### config.mk
export PLATFORM = sky130hd
export DESIGN_NAME = ysyx_22050019_ifu
export DESIGN_NICKNAME = d
export VERILOG_FILES = /design/src/rtl/ysyx_22050019_ifu.sv
export SDC_FILE = /design/constraint.sdc
export NUM_CORES = 1
export LEC_CHECK = 0
export BUFFER_PORTS_ARGS = -buffer_cell sky130_fd_sc_hd__buf_2
export CORE_MARGIN = 2
export CORE_UTILIZATION = 56
export CTS_BUF_LIST = sky130_fd_sc_hd__clkbuf_4 sky130_fd_sc_hd__clkbuf_8
export CTS_CLUSTER_SIZE = 12
export DETAILED_ROUTE_END_ITERATION = 16
export PLACE_DENSITY = 0.9
export SLEW_MARGIN = 15
export SYNTH_ARGS = -nofsm -noshare
export SYNTH_HDL_FRONTEND = slang
export SYNTH_SLANG_ARGS = --single-unit
export TNS_END_PERCENT = 5
### constraint.sdc
create_clock -name clk -period 2.8 [get_ports clk]
set_input_delay 0.14 -clock clk [delete_from_list [all_inputs] [get_ports clk]]
set_output_delay 0.14 -clock clk [all_outputs]
set_load 0.02 [all_outputs]
### src/rtl/ysyx_22050019_ifu.sv
// ---------------------------------------------------------------------------
// ysyx_22050019_ifu -- instruction fetch unit
//
// Purpose:
//   Fetches 32-bit instructions from an 8-byte-wide icache, one request and
//   one response at a time, and hands them to decode with a valid/ready
//   handshake. Redirects (branch/jump/trap) take priority over every other
//   event. If a redirect arrives while an icache transaction is in flight,
//   that transaction is allowed to finish (the icache cannot abort) and its
//   data is thrown away.
//
// Optional feature:
//   `define YSYX_22050019_IFU_LINE_REUSE_EN
//     After decode accepts the lower word of a fetched line, the upper word
//     of the same line is presented on the next cycle without a new icache
//     request. Reuse is skipped when the line returned an error response.
//   Without the macro every instruction costs one icache transaction.
//
// Ports:
//   clk, rst_n                   clock, asynchronous active-low reset
//   ar_valid_o/ar_ready_i        fetch request handshake
//   ar_addr_o                    8-byte-aligned fetch address
//   r_data_valid_i/r_data_ready_o  fetch response handshake
//   r_resp_i                     response code, 0 = OK
//   r_data_i                     8-byte fetch line
//   redirect_valid_i/redirect_pc_i  new PC from branch/jump/trap
//   inst_valid_o/inst_ready_i    instruction handshake to decode
//   inst_o, pc_o, inst_err_o     instruction, its PC, fetch-error flag
// ---------------------------------------------------------------------------
module ysyx_22050019_ifu #(
   parameter int                    ADDR_WIDTH = 64,
   parameter logic [ADDR_WIDTH-1:0] RESET_PC   = 64'h8000_0000,
   parameter int                    DATA_WIDTH = 64
) (
   input  logic                  clk,
   input  logic                  rst_n,
   output logic                  ar_valid_o,
   input  logic                  ar_ready_i,
   output logic [ADDR_WIDTH-1:0] ar_addr_o,
   input  logic                  r_data_valid_i,
   output logic                  r_data_ready_o,
   input  logic [1:0]            r_resp_i,
   input  logic [DATA_WIDTH-1:0] r_data_i,
   input  logic                  redirect_valid_i,
   input  logic [ADDR_WIDTH-1:0] redirect_pc_i,
   output logic                  inst_valid_o,
   input  logic                  inst_ready_i,
   output logic [31:0]           inst_o,
   output logic [ADDR_WIDTH-1:0] pc_o,
   output logic                  inst_err_o
);

   typedef enum logic [1:0] {
      S_IDLE,
      S_AR,
      S_R,
      S_OUT
   } state_t;

   state_t                state, state_n;
   logic [ADDR_WIDTH-1:0] pc, pc_n;
   logic [ADDR_WIDTH-1:0] ar_addr, ar_addr_n;
   logic [ADDR_WIDTH-1:0] pc_out, pc_out_n;
   logic [31:0]           inst, inst_n;
   logic                  inst_err, inst_err_n;
   logic                  kill, kill_n;
`ifdef YSYX_22050019_IFU_LINE_REUSE_EN
   logic [31:0]           line_hi, line_hi_n;
   logic                  line_valid, line_valid_n;
`endif

   logic [ADDR_WIDTH-1:0] redirect_tgt;
   logic [ADDR_WIDTH-1:0] pc_inc;
   logic [31:0]           line_word;
   logic                  ar_hs;
   logic                  r_hs;
   logic                  inst_hs;

   // Fetch addresses always point at the 8-byte line holding the PC.
   function automatic logic [ADDR_WIDTH-1:0] line_addr(input logic [ADDR_WIDTH-1:0] p);
      return {p[ADDR_WIDTH-1:3], 3'b000};
   endfunction

   // Handshake and output decode come straight from the state so that the
   // request and the instruction stay stable while the other side stalls.
   assign ar_valid_o     = (state == S_AR);
   assign r_data_ready_o = (state == S_R);
   assign inst_valid_o   = (state == S_OUT);
   assign ar_addr_o      = ar_addr;
   assign inst_o         = inst;
   assign pc_o           = pc_out;
   assign inst_err_o     = inst_err;

   assign ar_hs        = ar_valid_o & ar_ready_i;
   assign r_hs         = r_data_valid_i & r_data_ready_o;
   assign inst_hs      = inst_valid_o & inst_ready_i;
   assign redirect_tgt = {redirect_pc_i[ADDR_WIDTH-1:2], 2'b00};
   assign pc_inc       = pc + ADDR_WIDTH'(4);
   assign line_word    = pc[2] ? r_data_i[63:32] : r_data_i[31:0];

   // All architectural state lives here; reset abandons any transaction in
   // flight, which is safe because the icache shares the same reset.
   always_ff @(posedge clk or negedge rst_n) begin
      if (!rst_n) begin
         state    <= S_IDLE;
         pc       <= RESET_PC;
         ar_addr  <= '0;
         pc_out   <= '0;
         inst     <= '0;
         inst_err <= 1'b0;
         kill     <= 1'b0;
`ifdef YSYX_22050019_IFU_LINE_REUSE_EN
         line_hi    <= '0;
         line_valid <= 1'b0;
`endif
      end else begin
         state    <= state_n;
         pc       <= pc_n;
         ar_addr  <= ar_addr_n;
         pc_out   <= pc_out_n;
         inst     <= inst_n;
         inst_err <= inst_err_n;
         kill     <= kill_n;
`ifdef YSYX_22050019_IFU_LINE_REUSE_EN
         line_hi    <= line_hi_n;
         line_valid <= line_valid_n;
`endif
      end
   end

   // Next-state logic. A redirect always updates the PC first; the state
   // arms then decide what happens to the work in progress. The request
   // address is only loaded on the way into S_AR, so a redirect arriving
   // while a request waits for ar_ready_i cannot disturb that request.
   always_comb begin
      state_n    = state;
      pc_n       = pc;
      ar_addr_n  = ar_addr;
      pc_out_n   = pc_out;
      inst_n     = inst;
      inst_err_n = inst_err;
      kill_n     = kill;
`ifdef YSYX_22050019_IFU_LINE_REUSE_EN
      line_hi_n    = line_hi;
      line_valid_n = line_valid;
`endif

      if (redirect_valid_i) begin
         pc_n = redirect_tgt;
      end

      case (state)
         S_IDLE: begin
            state_n   = S_AR;
            ar_addr_n = line_addr(pc_n);
         end

         S_AR: begin
            // The request is already visible to the icache; remember that
            // its response must be dropped.
            if (redirect_valid_i) begin
               kill_n = 1'b1;
            end
            if (ar_hs) begin
               state_n = S_R;
            end
         end

         S_R: begin
            if (r_hs) begin
               if (kill || redirect_valid_i) begin
                  // Stale line: drop it and fetch from the updated PC.
                  kill_n    = 1'b0;
                  state_n   = S_AR;
                  ar_addr_n = line_addr(pc_n);
`ifdef YSYX_22050019_IFU_LINE_REUSE_EN
                  line_valid_n = 1'b0;
`endif
               end else begin
                  inst_n     = line_word;
                  pc_out_n   = pc;
                  inst_err_n = (r_resp_i != 2'b00);
                  state_n    = S_OUT;
`ifdef YSYX_22050019_IFU_LINE_REUSE_EN
                  line_hi_n    = r_data_i[63:32];
                  line_valid_n = 1'b1;
`endif
               end
            end else if (redirect_valid_i) begin
               kill_n = 1'b1;
            end
         end

         S_OUT: begin
            // A redirect wins over pc+4 even when decode takes the current
            // instruction in the same cycle.
            if (redirect_valid_i) begin
               state_n   = S_AR;
               ar_addr_n = line_addr(pc_n);
`ifdef YSYX_22050019_IFU_LINE_REUSE_EN
               line_valid_n = 1'b0;
`endif
            end else if (inst_hs) begin
               pc_n = pc_inc;
`ifdef YSYX_22050019_IFU_LINE_REUSE_EN
               if (!pc[2] && !inst_err && line_valid) begin
                  inst_n   = line_hi;
                  pc_out_n = pc_inc;
               end else begin
                  state_n      = S_AR;
                  ar_addr_n    = line_addr(pc_inc);
                  line_valid_n = 1'b0;
               end
`else
               state_n   = S_AR;
               ar_addr_n = line_addr(pc_inc);
`endif
            end
         end

         default: begin
            state_n = S_IDLE;
         end
      endcase
   end

endmodule

Word level (Yosys, flattened, before mapping)
Cells that the tools add are included.
{ "word_totals": {"ff_bits": 228, "output_inout_bits": 164, "input_bits": 136} }
{ "op_classes": {"add_sub_neg": 1, "reduce_logical": 9, "bitwise": 4, "eq_ne": 8, "mux": 20} }
{ "op_table": {"columns": ["op", "n"], "rows": [
  ["$mux W64", 8],
  ["$pmux W64 S3", 1],
  ["$add A64 B3 Y64 const B", 1],
  ["$mux W32", 1],
  ["$mux W2", 5],
  ["$pmux W2 S4", 1],
  ["$ne A2 B1 Y1 const B", 3],
  ["$ne A3 B2 Y1 const B", 2],
  ["$reduce_and A3 Y1", 2],
  ["$eq A2 B2 Y1 const B", 2],
  ["$reduce_and A4 Y1", 1],
  ["$reduce_bool A2 Y1", 2],
  ["$and A1 B1 Y1", 3],
  ["$mux W1", 3],
  ["$reduce_bool A3 Y1", 1],
  ["$eq A2 B1 Y1 const B", 1],
  ["$logic_not A2 Y1", 1],
  ["$pmux W1 S2", 1],
  ["$reduce_and A2 Y1", 1],
  ["$logic_or A1 B1 Y1", 1],
  ["$not A1 Y1", 1]
]} }

Longest topological paths before layout
{ "depth": {"word_depth": 5, "ltp_mapped": 9} }

Worst setup path after synthesis
Ideal clock, no wire load.
{ "synth_path": {"path_type": "register to register", "startpoint": "register state[0]", "endpoint": "register pc[37]", "slack_ps": 452, "setup_ps": 125, "arrival_ps": 2223, "period_less_slack_ps": 2348, "path_stages_with_launch": 10, "cell_sequence": "dfrtp_1 > ha_1 > nand2_1 > nor3_1 > and3_1 > clkbuf_1 > buf_4 > nand2_1 > xnor2_1 > mux2_2"} }
{ "synth_between": {"elab_chain_len": 5} }
{ "synth_lines": {"columns": ["element", "line_no", "text"], "rows": [
  ["start: declaration", "60", "state_t state, state_n;"],
  ["start signal: assignment", "117", "state <= state_n;"],
  ["$eq A2 B2 Y1 (*)", "88", "assign inst_valid_o = (state == S_OUT);"],
  ["named net inst_valid_o", "46", "output logic inst_valid_o,"],
  ["$and A1 B1 Y1", "96", "assign inst_hs = inst_valid_o & inst_ready_i;"],
  ["$mux W64", "203", "end else if (inst_hs) begin"],
  ["$mux W64", "197", "if (redirect_valid_i) begin"],
  ["$mux W64 (*)", "152", "case (state)"],
  ["named net pc_n[37]", "61", "logic [ADDR_WIDTH-1:0] pc, pc_n;"],
  ["end signal: assignment", "118", "pc <= pc_n;"],
  ["end: declaration", "61", null]
]} }
The timed path passes the listed nets; every way through them passes the cells marked *.
A chain may end at the register's enable or synchronous reset.

Worst setup path in the final report
{ "layout_path": {"startpoint": "register pc[28]", "endpoint": "register ar_addr[61], in the netlist ar_addr_o[61]"} }
{ "layout_between": {"elab_chain_len": 4} }
{ "layout_lines": {"columns": ["element", "line_no", "text"], "rows": [
  ["$add A64 B3 Y64", "98", "assign pc_inc = pc + ADDR_WIDTH'(4);"],
  ["$mux W64", "203", null],
  ["$mux W64", "197", null],
  ["$pmux W64 S3", "152", null],
  ["end signal: assignment", "119", "ar_addr <= ar_addr_n;"],
  ["end: declaration", "62", "logic [ADDR_WIDTH-1:0] ar_addr, ar_addr_n;"]
]} }
Every way passes these cells. The select of a mux whose other input is x is not followed.

==> out/metrics.cfg <==
[run]
cap_violations = 0

[floorplanning]
die_h_um = 150
ios = 300
die_w_um = 150
fp.coreArea_sq_um = 21000
start_util_pct = 56.8
die_area_sq_um = 22400
fp-row-count = 53

[global_routing]
grt_usage_pct = 37.9
antenna_found_initial = 0
grt_pass1_wl_um = 66100
grt_pass1_vias = 12300
overflow = 0
grt_start_max_net_pins = 92

[clock_tree]
cts_sinks = 225
cts_setup_buffers = 0
cts_tree = done
clkTransAtPathRegs_ns = 0.08
numCtsBuffers = 37
cts_buffer_depth = 3
clk_latency_ns = 0.56
cts-htree-levels = 2
cts-root-buf = clkbuf_8

[final_layout]
area_growth_pct = 33.6
fin_nets = 1755
drive_above_1_share_pct = 33.1
diodes = 0
stdcell_area_sq_um = 15900
final_core_util_pct = 75.9

[critical_path]
arrival_ns = 3.09
cp_max_fo = 9
cpPeakStageDelay_ns = 0.61
required_ns = 3.21
slowest_stage = dfrtp_1
setup.worst_path.end_class = flip-flop
crit_type = flip-flop to flip-flop
worst-path-buf-inv = 0
worstPathCellList = and4_1 > nand2_1 > or3_1 > o31a_2 > a2111oi_1 > o21ai_0
startpoint_type = flip-flop
critPathTopFamily = simple AND/OR/NAND/NOR gates

[placed_design]
hpwlAfterDp_um = 25700
port_buffers = 294
gp_congestion = 0.928
placedInstanceArea_sq_um = 13800

[timing]
setup_viol = 0
min_period_ns = 2.68
tightest_slew_ns = 1.03
final-max-slew-violation-count = 0
relSlewSlack_pct = 31.4
clock_skew_ns = 0.0459
hold_viol_final = 0
fmax_ghz = 0.373
fin_crit_sh_pct = 95.7
rsz0062_at_grt = no
setup_tns_ns = 0

[synth]
synth_most_common_cell = dfrtp_1
synth_area_per_cell_sq_um = 9.93
synth_top_cell_area_share_pct = 47.1
synth-seq-cells = 225
ys_top_cells_by_count = dfrtp_1 (224), nor2_1 (109), mux2_2 (97)
yosys_warnings = 0
synthArstFlopShare_pct = 100
synth_top_cells_by_area = dfrtp_1 (47%), mux2_2 (9.2%), xnor2_1 (4.3%)
synth_top_area_cell = dfrtp_1
synth_area_sq_um = 11900
ys.flop_type = dfrtp_1
synth-edff-count = 0
synthCells = 1199
ys_types = 66
ys_seq_area_share_pct = 47.3

[hold_path]
hold_class = input port to flip-flop

[pwr]
comb_power_share_pct = 41.0
power_frac_clock_pct = 22.9
p_int_mw = 8.18
swShare_pct = 41.2
vdd_drop_max_uv = 591
power_mw = 13.9
pwr-share-seq_pct = 36.1
p_leak_nw = 7.41
power.density_nw_per_um2 = 876
p_switching_mw = 5.74

[detailed_routing]
drc = 0
routed_wl_um = 42700
vias_per_cell = 6.32
drt-initial-drc-count = 1394
ant_nets = 0
wire_per_inst_um = 22.3
via_count = 12100
first_pass_iters = 6

[status]
status = completed

==> sequential cells by signal, indices dropped and copies added (netlist names) <==
name and cells:
state 2, kill 1, pc 64, ar_addr_o 61, inst_o 32, inst_err_o 1, pc_o 64
==> repair_timing <==
action	4_1_cts	5_1_grt
setup endpoints to repair	0	30
endpoints found under the hold margin	211	0
hold buffers	126	0
gates resized for setup	0	4
==> metrics by stage <==
step / worst slack (ns) / cells / hold WS [ns]
2_1_floorplan: 0.452 / 1201 / -0.156
3_3_place_gp: 0.273 / 1724 / 0.210
3_5_place_dp: 0.118 / 1724 / 0.216
4_1_cts: 0.0651 / 1916 / 0.000345
5_1_grt: 0.0124 / 1916 / 0.00924
6_report: 0.121 / 1916 / 0.00308
==> final cells by class <==
class	instances	area [sq um]
multi-input cells	858	5810
flip-flops and latches	225	5630
fillers	1281	5060
repair buffers	480	3260
clock buffers	63	767
well taps	275	344
inverters	12	46.3
clock inverters	3	42.5
==> power groups by stage <==
stage / Sequential [mW] / Combinational, mW / Clock, mW
after floorplan: 5.87 / 2.25 / 0
after global placement: 4.94 / 5.06 / 0
after detailed placement: 4.98 / 5.24 / 0
after CTS: 4.95 / 5.48 / 3.16
after global routing: 5.10 / 6.07 / 3.35
final: 5.03 / 5.70 / 3.19
==> metal layers <==
| layer | vias to the layer above | GRT usage, % | share of wire, % |
|---|---|---|---|
| li1 | 5108 | - | - |
| met1 | 5691 | 46.1 | 35 |
| met2 | 1037 | 61.3 | 47 |
| met3 | 280 | 9.48 | 11 |
| met4 | 0 | 22.4 | 6.7 |
| met5 | - | 0 | 0 |
==> worst register-to-register path, stage by stage, from the launching register on <==
cell and delay (ns):
dfrtp_1 0.61, and4_1 0.36, nand2_1 0.15, or3_1 0.50
o31a_2 0.38, a2111oi_1 0.37, o21ai_0 0.15
==> cells by family (layout without fill, tap and decap cells) <==
group	Yosys count	in the layout	share of synthesized area (%)
buffers and inverters	118	558	4.27
other	1	3	0.0315
AOI/OAI and AO/OA	213	213	11.1
adders and majority gates	5	5	0.526
and+or+nand+nor	400	400	16.8
xor gates and xnor gates	97	97	7.14
DFF	225	225	47.3
muxes	140	140	12.8
==> final timing paths <==
path | slack, ns | startpoint | end | depth (start not counted)
worst max-delay path | 0.12 | pc[28] | ar_addr_o[61] | 6
worst min-delay path | 0.003 | redirect_pc_i[24] | ar_addr_o[24] | 3
worst max register to register | 0.12 | pc[28] | ar_addr_o[61] | 6
worst min register to register | 0.48 | ar_addr_o[16] | ar_addr_o[16] | 2
max in group asynchronous | 1.80 | rst_n | pc[2] | 3
min in group asynchronous | 0.19 | rst_n | ar_addr_o[20] | 2
==> cells in the final DEF (no fill, tap or decap), types with 4 or more instances in the layout <==
| cell | count |
|---|---|
| nand4_1 | 32 |
| nand2_1 | 94 |
| a31oi_1 | 7 |
| dfrtp_1 | 223 |
| dlygate4sd3_1 | 126 |
| inv_1 | 11 |
| mux2i_1 | 42 |
| nor3_1 | 28 |
| a21boi_0 | 4 |
| or3_1 | 11 |
| o22ai_1 | 13 |
| a221oi_1 | 19 |
| nand2b_1 | 5 |
| clkbuf_4 | 16 |
| nor4_1 | 13 |
| a21oi_1 | 72 |
| clkbuf_8 | 47 |
| buf_2 | 293 |
| and2_1 | 6 |
| mux2_2 | 97 |
| nor2_1 | 109 |
| xnor2_1 | 58 |
| and4_1 | 8 |
| or4_1 | 5 |
| ha_1 | 5 |
| o21ai_0 | 54 |
| buf_4 | 55 |
| a311oi_1 | 7 |
| buf_12 | 5 |
| xor2_1 | 39 |
| nand3_1 | 44 |
| o31ai_1 | 9 |
| and3_1 | 22 |
(Power assumes the default switching activity.)
